File: src/rtl/alu_seq_pkg.sv
// Shared definitions for the alu_seq sequencer: opcodes, FSM states,
// instruction field positions and opcode classification helpers.
package alu_seq_pkg;

  // Encoding is the one the external ALU decodes for opcodes 0-6.
  typedef enum logic [3:0] {
    OP_ADD = 4'd0,
    OP_SUB = 4'd1,
    OP_AND = 4'd2,
    OP_OR  = 4'd3,
    OP_XOR = 4'd4,
    OP_SLL = 4'd5,
    OP_SRL = 4'd6,
    OP_LDI = 4'd7,
    OP_NOP = 4'd8
  } op_e;

  typedef enum logic [1:0] {
    ST_IDLE = 2'd0,
    ST_READ = 2'd1,
    ST_EXEC = 2'd2,
    ST_WB   = 2'd3
  } state_e;

  localparam int unsigned INSTR_W = 16;
  localparam int unsigned OP_MSB  = 15;
  localparam int unsigned OP_LSB  = 12;
  localparam int unsigned RD_MSB  = 11;
  localparam int unsigned RD_LSB  = 9;
  localparam int unsigned RS1_MSB = 8;
  localparam int unsigned RS1_LSB = 6;
  localparam int unsigned RS2_MSB = 5;
  localparam int unsigned RS2_LSB = 3;
  localparam int unsigned IMM_MSB = 7;
  localparam int unsigned IMM_LSB = 0;

  function automatic logic is_legal(input logic [3:0] op);
    return op <= OP_NOP;
  endfunction

  function automatic logic writes_rd(input logic [3:0] op);
    return op <= OP_LDI;
  endfunction

endpackage

File: src/rtl/alu_seq_decode.sv
// Combinational opcode classifier for the sequencer: which opcodes write
// back, touch the flags, bypass the ALU, or are illegal.
module alu_seq_decode
  import alu_seq_pkg::*;
(
  input  logic [3:0] op_i,
  output logic       writes_rd_o,
  output logic       updates_flags_o,
  output logic       illegal_o,
  output logic       use_imm_o
);

  always_comb begin
    // NOTE: every output gets a default before any condition so no latch is inferred.
    writes_rd_o     = 1'b0;
    updates_flags_o = 1'b0;
    illegal_o       = 1'b0;
    use_imm_o       = 1'b0;
    if (!is_legal(op_i)) begin
      illegal_o = 1'b1;
    end else begin
      writes_rd_o     = writes_rd(op_i);
      updates_flags_o = (op_i <= OP_SRL);
      use_imm_o       = (op_i == OP_LDI);
    end
  end

endmodule

File: src/rtl/alu_seq_ctrl.sv
// Four-phase instruction sequencer (IDLE/READ/EXEC/WB) driving an external
// 8x8 register file and 8-bit ALU; keeps Z/C flags and a retired count.
module alu_seq_ctrl
  import alu_seq_pkg::*;
#(
  parameter int unsigned RETIRE_W = 16
) (
  input  logic                clk_i,
  input  logic                rst_ni,
  input  logic                instr_valid_i,
  input  logic [15:0]         instr_i,
  output logic                instr_ready_o,
  output logic [2:0]          rs1_addr_o,
  output logic [2:0]          rs2_addr_o,
  input  logic [7:0]          rs1_data_i,
  input  logic [7:0]          rs2_data_i,
  output logic [3:0]          alu_op_o,
  output logic [7:0]          alu_a_o,
  output logic [7:0]          alu_b_o,
  input  logic [7:0]          alu_result_i,
  input  logic                alu_carry_i,
  output logic                rd_wren_o,
  output logic [2:0]          rd_addr_o,
  output logic [7:0]          rd_data_o,
  output logic                done_o,
  output logic                illegal_o,
  output logic                flag_z_o,
  output logic                flag_c_o,
  output logic [RETIRE_W-1:0] retired_o
);

  state_e                state_q;
  logic [INSTR_W-1:0]    instr_q;
  logic [7:0]            a_q, b_q, result_q;
  logic                  carry_q;
  logic                  flag_z_q, flag_c_q;
  logic [RETIRE_W-1:0]   retired_q;
  logic                  rd_wren_q, done_q, illegal_q;

  logic [3:0] op;
  logic [2:0] rd;
  logic [7:0] imm;
  logic       dec_writes_rd, dec_updates_flags, dec_illegal, dec_use_imm;

  assign op  = instr_q[OP_MSB:OP_LSB];
  assign rd  = instr_q[RD_MSB:RD_LSB];
  assign imm = instr_q[IMM_MSB:IMM_LSB];

  alu_seq_decode u_decode (
    .op_i            (op),
    .writes_rd_o     (dec_writes_rd),
    .updates_flags_o (dec_updates_flags),
    .illegal_o       (dec_illegal),
    .use_imm_o       (dec_use_imm)
  );

  // Done/write/illegal are registered on the EXEC->WB edge so they are
  // glitch-free and high for exactly the WB cycle.
  always_ff @(posedge clk_i or negedge rst_ni) begin
    // NOTE: async reset clears every register, which also aborts an in-flight
    // instruction before it can write, pulse done or count.
    if (!rst_ni) begin
      state_q   <= ST_IDLE;
      instr_q   <= '0;
      a_q       <= '0;
      b_q       <= '0;
      result_q  <= '0;
      carry_q   <= 1'b0;
      flag_z_q  <= 1'b0;
      flag_c_q  <= 1'b0;
      retired_q <= '0;
      rd_wren_q <= 1'b0;
      done_q    <= 1'b0;
      illegal_q <= 1'b0;
    end else begin
      // NOTE: non-blocking assignments so every register samples pre-edge values.
      rd_wren_q <= 1'b0;
      done_q    <= 1'b0;
      illegal_q <= 1'b0;
      unique case (state_q)
        ST_IDLE: begin
          if (instr_valid_i) begin
            instr_q <= instr_i;
            state_q <= ST_READ;
          end
        end
        ST_READ: begin
          a_q     <= rs1_data_i;
          b_q     <= rs2_data_i;
          state_q <= ST_EXEC;
        end
        ST_EXEC: begin
          result_q  <= dec_use_imm ? imm : alu_result_i;
          carry_q   <= alu_carry_i;
          rd_wren_q <= dec_writes_rd;
          done_q    <= 1'b1;
          illegal_q <= dec_illegal;
          state_q   <= ST_WB;
        end
        ST_WB: begin
          if (dec_updates_flags) begin
            flag_z_q <= (result_q == 8'h00);
            flag_c_q <= carry_q;
          end
          if (!dec_illegal) retired_q <= retired_q + RETIRE_W'(1);
          state_q <= ST_IDLE;
        end
        default: state_q <= ST_IDLE;
      endcase
    end
  end

  assign instr_ready_o = (state_q == ST_IDLE);
  assign rs1_addr_o    = instr_q[RS1_MSB:RS1_LSB];
  assign rs2_addr_o    = instr_q[RS2_MSB:RS2_LSB];
  assign alu_op_o      = (state_q == ST_EXEC) ? op  : 4'h0;
  assign alu_a_o       = (state_q == ST_EXEC) ? a_q : 8'h00;
  assign alu_b_o       = (state_q == ST_EXEC) ? b_q : 8'h00;
  assign rd_wren_o     = rd_wren_q;
  assign rd_addr_o     = rd;
  assign rd_data_o     = result_q;
  assign done_o        = done_q;
  assign illegal_o     = illegal_q;
  assign flag_z_o      = flag_z_q;
  assign flag_c_o      = flag_c_q;
  assign retired_o     = retired_q;

endmodule

File: config.mk
export PLATFORM = sky130hd
export DESIGN_NAME = alu_seq_ctrl
export DESIGN_NICKNAME = d
export VERILOG_FILES = /design/src/rtl/alu_seq_pkg.sv /design/src/rtl/alu_seq_decode.sv /design/src/rtl/alu_seq_ctrl.sv
export SDC_FILE = /design/constraint.sdc
export NUM_CORES = 1
export LEC_CHECK = 0
export CELL_PAD_IN_SITES_DETAIL_PLACEMENT = 1
export CELL_PAD_IN_SITES_GLOBAL_PLACEMENT = 1
export CORE_MARGIN = 5
export CORE_UTILIZATION = 35
export DETAILED_ROUTE_END_ITERATION = 16
export PLACE_DENSITY_LB_ADDON = 0.1
export SYNTH_ARGS = -nofsm -noshare
export SYNTH_HDL_FRONTEND = slang
export SYNTH_SLANG_ARGS = --single-unit
File: constraint.sdc
create_clock -name clk_i -period 2.05 [get_ports clk_i]
set_input_delay 0.41 -clock clk_i [delete_from_list [all_inputs] [get_ports clk_i]]
set_output_delay 0.41 -clock clk_i [all_outputs]
set_load 0.005 [all_outputs]
==> key figures, run 1 <==
Status
  – Status: finished clean

Drt
  – Highest Signal Layer: met4
  – Post-route ant nets: 0
  – Initial DRC count: 45
  – Drt first pass iters: 4
  – Met3 routed WL: 438 um
  – Drt drc: 0
  – Metal2 WL: approximately 3600 um
  – WL/cell: 15.5 um
  – Via density: about 4.7
  – Wirelength, routed: 7000 um
  – Via count: about 2,100
  – Met1 wire length: approximately 2900 um

Synth
  – Synthesized area: ~2900 sq um
  – Simple-Gate Fraction of Synth Area: 13.8%
  – Post-synthesis mux area share: between 10% and 20%
  – Unique cell type count in the Yosys netlist: 30
  – Cells after Synth: around 230
  – Prevailing post-synth register cell: dfrtp_1
  – Ys async rst share: 100%
  – Post-synth EDFFs: 0
  – Yosys warning total: 0
  – Synth Area in Compound Gates: about 2.8%
  – Avg Cell Area, Syn: 12.6 sq um
  – Syn_nets: 278
  – Dominant combinational cell family by area after synthesis: multiplexers
  – Synth Register Bits: between 60 and 70
  – Post-Synth XOR/XNOR Area: 4.56%
  – Synth Area in Adders: between 2 and 3%
  – Sequential share of the synthesized area: a little under three fifths

Floorplanning
  – Die area: roughly 10,000 sq um
  – I/O Pins: 103
  – Row count: 33
  – Initial Util: between 30 and 40%
  – Die W: approximately 100 um
  – Die Ht: around 100 um
  – Total core area: slightly above 8000 sq um

Placement
  – Post-DP HPWL: about 5000 um
  – Place WS: ~79 ps
  – Count of input and output buffers: a little over 100
  – Placed insts: roughly 430
  – RD Place Congestion: ~0.67
  – Placed Area: between 3000 and 4000 sq um

Global route
  – Vias in the first global route: 2,220
  – Global route total overflow: 0
  – First-pass GRT wire length: about 11,000 um
  – Initial antenna violation count: 0
  – Largest net degree at the start of global routing: 65
  – Gr usage total: between 10 and 15%

STA
  – RSZ-0062 raised after global routing: false
  – Tcrit/Tclk final: about 98%
  – Max-slew violations: 0
  – Max Clock Skew: 10.5 ps
  – Final setup viols: 0
  – Rel. slew slack: ~76%
  – Hold Fails Final Rpt: 0
  – Achievable Freq: between 400 and 500 MHz
  – Final Critical Period: ~2000 ps
  – Worst-Margin Slew: ~350 ps
  – Fin worst setup slack: approximately 46 ps

Worst setup path
  – Worst EP arrival: around 1600 ps
  – Delay-heaviest family, CP: buffers and inverters
  – Crit path max fanout: 7
  – CP Cell Sequence: ha_4 > buf_4 > buf_6 > and2_1 > dlygate4sd2_1
  – Crit-path slowest cell: dfrtp_1
  – Bufs and invs on worst path: 3
  – Critical Path RT: 1640 ps
  – CP Capture Type: output pin
  – CP startpoint kind: flop
  – Critical path type: flop to output pin
  – Crit-path max cell delay: 430 ps
  – Flop2flop setup slack: roughly 360 ps

CTS
  – Clock sinks: 64
  – Max Root-Sink Buffers: 2
  – CTS tree: yes
  – Root Driver: clkbuf_8
  – Clock Pin Slew Worst Setup and Hold Paths: about 70 ps
  – Skew-Pair Late Insertion Delay: 330 ps
  – Inserted Clock Buffers: 9
  – CTS H-Tree Depth: 3

Final layout
  – # nets final: between 300 and 400
  – Area grow syn2layout: 50.0%
  – Share of layout cells above drive strength 1: 22.8%
  – Ant. Diodes: 0
  – Post-route cell area: 4320 sq um
  – Fin cells: ~450
  – Fin util: about 53%
  – Fillers: ~850

Hold path
  – Hold WC Path Type: primary input to asynchronous set/reset pin

Job
  – Max cap viols: 0

Power and ir drop
  – VDD IR max: roughly 0.5 mV
  – Pwr/cell area: 1360 nW/um^2
  – P_leak: ~1.9 nW
  – Final total power: 5.86 mW
==> synthesized netlist by cell type (3+ instances only) <==
| library cell | count | share of area (%) |
|---|---|---|
| mux2_2 | 35 | 14 |
| nand3_1 | 3 | 0.52 |
| inv_1 | 4 | 0.52 |
| nor2_1 | 11 | 1.4 |
| clkbuf_1 | 5 | 0.65 |
| nor3_1 | 3 | 0.52 |
| xor2_1 | 5 | 1.5 |
| buf_4 | 10 | 2.6 |
| mux2i_1 | 8 | 2.8 |
| ha_1 | 6 | 2.6 |
| a21oi_1 | 9 | 1.6 |
| nand2_1 | 12 | 1.6 |
| dfrtp_1 | 64 | 56 |
| nand4_1 | 5 | 1.1 |
| xnor2_1 | 10 | 3.0 |
| and2_1 | 20 | 4.3 |
==> layout make-up <==
type,count,area [sq um],share of cell area [%]
flip-flops and latches,64,1600,37.1
multi-input cells,143,1170,27.1
repair buffers,120,1160,26.9
clock buffers,12,165,3.82
well taps,105,131,3.04
clock inverters,4,75.1,1.74
inverters,4,15.0,0.348
==> layer usage <==
metal,GRT usage (%),vias up
met2,23.4,51
met1,17.4,1056
met3,4.57,8
met5,0,-
li1,-,996
met4,5.91,0
==> worst reg2reg max path, stage by stage (launching register included) <==
cell and delay, ps:
dfrtp_1 370, inv_2 60, buf_4 130, buf_4 130
ha_1 210, nand2_1 60, buf_4 240, mux2_2 380
==> sequential cells by signal (all words and copies together), names as in the netlist <==
name and flops:
rd_data_o 8, state_q 2, a_q 8, rd_wren_o 1, illegal_o 1, carry_q 1, flag_z_o 1, done_o 1
flag_c_o 1, retired_o 16, instr_q 16, b_q 8
==> report_power, final <==
group | switching (mW) | total, mW | internal, mW
Clock | 0.498 | 1.28 | 0.785
Combinational | 0.897 | 2.43 | 1.53
Sequential | 0.370 | 2.15 | 1.78
==> path summary, 6_finish.rpt <==
kind,from,endpoint,depth (start not counted)
max in group asynchronous,rst_ni,retired_o[3],2
hold / removal,rst_ni,retired_o[14],2
setup reg to reg,state_q[0],instr_q[15],7
min in group clk_i,retired_o[15],retired_o[15],1
setup / recovery,state_q[1],alu_a_o[1],5
hold reg to reg,retired_o[15],retired_o[15],1
==> kinds of logic after synthesis <==
kind of cell	count (synthesis)
AOI/OAI and AO/OA	12
xor gates and xnor gates	15
adders and majority gates	6
buffers and inverters	21
DFF	64
muxes	43
and+or+nand+nor	67
==> layout by cell type (no fill, tap or decap), types with 3 or more instances in the layout <==
master,instances
dlygate4sd2_1,12
mux2i_1,8
clkdlybuf4s50_1,80
mux2_2,35
xor2_1,5
inv_1,3
nand4_1,5
xnor2_1,10
nor3_1,3
buf_6,3
a21oi_1,9
clkdlybuf4s15_1,9
and2_1,20
nand2_1,12
buf_4,14
dfrtp_1,64
ha_1,5
nand3_1,3
nor2_1,11
clkbuf_8,12
==> through the flow <==
step | TNS, ps | hold WS (ps)
after floorplan | 0 | 114
after global placement | 0 | 460
after detailed placement | 0 | 458
after CTS | -27.5 | 86.8
after global routing | 0 | 95.4
final | 0 | 71.0
==> what timing repair did <==
| action | CTS | global route |
|---|---|---|
| endpoints found under the hold margin | 0 | 0 |
| setup buffers | 6 | 4 |
| pin swaps | 0 | 1 |
| hold buffers | 0 | 0 |
| resized for setup | 31 | 6 |
| gates cloned | 1 | 0 |
| endpoints found under the setup margin | 20 | 4 |
Power figures use the tool's default switching activity.
==> inputs of run 2 (changes only) <==
- CORE_UTILIZATION: 35 -> 37
- SKIP_CTS_REPAIR_TIMING: unset -> 1
- clock period: 2.05 -> 2.35 ns (I/O delays scaled with it)
==> key figures, run 2 (synthesis gave the netlist of run 1 again) <==
Status
  – Status: finished clean (unchanged)

Final layout
  – Fin cells: 443 (was 452)
  – Reg area: 1600 sq um (unchanged)
  – Multi-input gate area: 1170 sq um (unchanged)
  – Area grow syn2layout: 48.3% (was 50.0%)
  – Fillers: 778 (was 848)
  – Share of layout cells above drive strength 1: 20.8% (was 22.8%)
  – Commonest non-fill, non-tap cell in the layout: clkdlybuf4s50_1 (unchanged)
  – Ant. Diodes: 0 (unchanged)
  – Most frequent cells in the layout: clkdlybuf4s50_1, dfrtp_1, mux2_2, and2_1, nand2_1 (was clkdlybuf4s50_1, dfrtp_1, mux2_2, and2_1, buf_4)
  – # nets final: 386 (was 392)

Drt
  – Drt drc: 0 (unchanged)
  – Drt first pass iters: 4 (unchanged)
  – Via count: 2,076 (was 2,111)
  – Post-route ant nets: 0 (unchanged)
  – Initial DRC count: 52 (was 45)
  – Wirelength, routed: 6990 um (was 7000 um)
  – Via density: 4.69 (was 4.67)
  – WL/cell: 15.8 um (was 15.5 um)

Global route
  – Global route total overflow: 0 (unchanged)
  – Largest net degree at the start of global routing: 30 (was 65)
  – Gr usage total: 15.2% (was 14.3%)
  – Vias in the first global route: 2,308 (was 2,220)
  – First-pass GRT wire length: 11,700 um (was 11,200 um)
  – Initial antenna violation count: 0 (unchanged)

Power and ir drop
  – Pwr/cell area: 1170 nW/um^2 (was 1360 nW/um^2)
  – VDD IR max: 0.456 mV (was 0.503 mV)
  – P_leak: 1.87 nW (was 1.94 nW)

CTS
  – Max Root-Sink Buffers: 2 (unchanged)
  – Inserted Clock Buffers: 9 (unchanged)
  – Clock Pin Slew Worst Setup and Hold Paths: 70 ps (about the same)
  – CTS H-Tree Depth: 3 (unchanged)
  – Root Driver: clkbuf_8 (unchanged)
  – CTS tree: yes (unchanged)
  – Skew-Pair Late Insertion Delay: 330 ps (about the same)
  – Clock sinks: 64 (unchanged)

Floorplanning
  – Row count: 32 (was 33)
  – I/O Pins: 103 (unchanged)
  – Die W: 98.2 um (was 101 um)
  – Total core area: 7650 sq um (was 8130 sq um)
  – Die area: 9650 sq um (was 10,100 sq um)
  – Initial Util: 37.6% (was 35.4%)
  – Die Ht: 98.2 um (was 101 um)

Worst setup path
  – Critical Path RT: 1880 ps (was 1640 ps)
  – Critical path type: flop to output pin (unchanged)
  – CP Capture Type: output pin (unchanged)
  – CP startpoint kind: flop (unchanged)
  – Worst EP arrival: 1780 ps (was 1590 ps)
  – Crit path max fanout: 14 (was 7)

Placement
  – Placed insts: 422 (was 425)
  – Place WS: 266 ps (was 79.2 ps)
  – Post-DP HPWL: 5120 um (was 5030 um)
  – RD Place Congestion: 0.672 (was 0.668)
  – Count of input and output buffers: 102 (unchanged)

STA
  – Fin worst setup slack: 104 ps (was 45.7 ps)
  – Final Critical Period: 2250 ps
  – Tcrit/Tclk final: between 90% and 100%
  – Max Clock Skew: 7.07 ps (was 10.5 ps)
  – Max-slew violations: 0 (unchanged)
  – Achievable Freq: between 400 and 500 MHz
  – Worst-Margin Slew: 484 ps (was 355 ps)
  – Rel. slew slack: 67.7% (was 76.4%)
  – Hold Fails Final Rpt: 0 (unchanged)
  – Final setup viols: 0 (unchanged)

Job
  – Max cap viols: 0 (unchanged)

Hold path
  – Hold WC Path Type: primary input to asynchronous set/reset pin (unchanged)
run 2: cell types whose count changed in the layout (fill, tap and decap cells not counted):
cell	delta
buf_12	+1
buf_4	-6
buf_6	-2
bufinv_16	-1
clkbuf_1	+2
clkbuf_16	+1
clkbuf_8	-1
clkdlybuf4s15_1	-9
clkdlybuf4s50_1	+20
clkinv_2	+2
clkinvlp_4	-2
dlygate4sd2_1	-12
dlymetal6s2s_1	+1
run 2: layout make-up:
cell class	count	share of cell area, %
clock inverters	3	0.938
clock buffers	13	3.72
multi-input cells	143	27.4
inverters	4	0.352
flip-flops and latches	64	37.5
well taps	102	2.99
repair buffers	114	27.1
run 2: worst max-delay path: stages (launching register included):
cell             delay (ps)
dfrtp_1                 410
inv_2                   100
ha_4                    170
buf_12                  130
and2_1                  130
clkdlybuf4s50_1         500
run 2: report_power, final:
| group | internal [mW] | switching, mW | total (mW) |
|---|---|---|---|
| Clock | 0.546 | 0.405 | 0.950 |
| Sequential | 1.55 | 0.333 | 1.89 |
| Combinational | 1.39 | 0.763 | 2.15 |
run 2: layer usage:
layer | up-vias | track usage (%) | part of all wire (%)
li1 | 983 | - | -
met1 | 1015 | 18.4 | 42
met2 | 68 | 24.7 | 49
met3 | 10 | 5.93 | 8.2
met4 | 0 | 5.67 | 1.5
met5 | - | 0 | 0
run 2: worst paths after layout:
path / start / endpoint / slack, ps / cells past startpoint
setup / recovery: state_q[0] / alu_op_o[0] / 100 / 5
hold / removal: rst_ni / b_q[4] / 90 / 1
hold reg to reg: retired_o[15] / retired_o[15] / 480 / 1
min in group clk_i: retired_o[15] / retired_o[15] / 480 / 1
max in group asynchronous: rst_ni / a_q[4] / 1630 / 2
setup reg to reg: state_q[0] / instr_q[12] / 630 / 7
run 2: per-stage QoR:
step / power (mW) / util (%) / TNS (ps) / hold WS [ps] / cell area, sq um
6_report: 4.99 / 55.8 / 0 / 92.9 / 4270
5_1_grt: 5.37 / 55.8 / -0.463 / 102 / 4270
4_1_cts: 4.97 / 54.9 / -1440 / 89.8 / 4200
3_5_place_dp: 3.98 / 52.3 / 0 / 463 / 4000
3_3_place_gp: 3.92 / 52.3 / 0 / 462 / 4000
2_1_floorplan: 2.95 / - / 0 / 174 / 2880
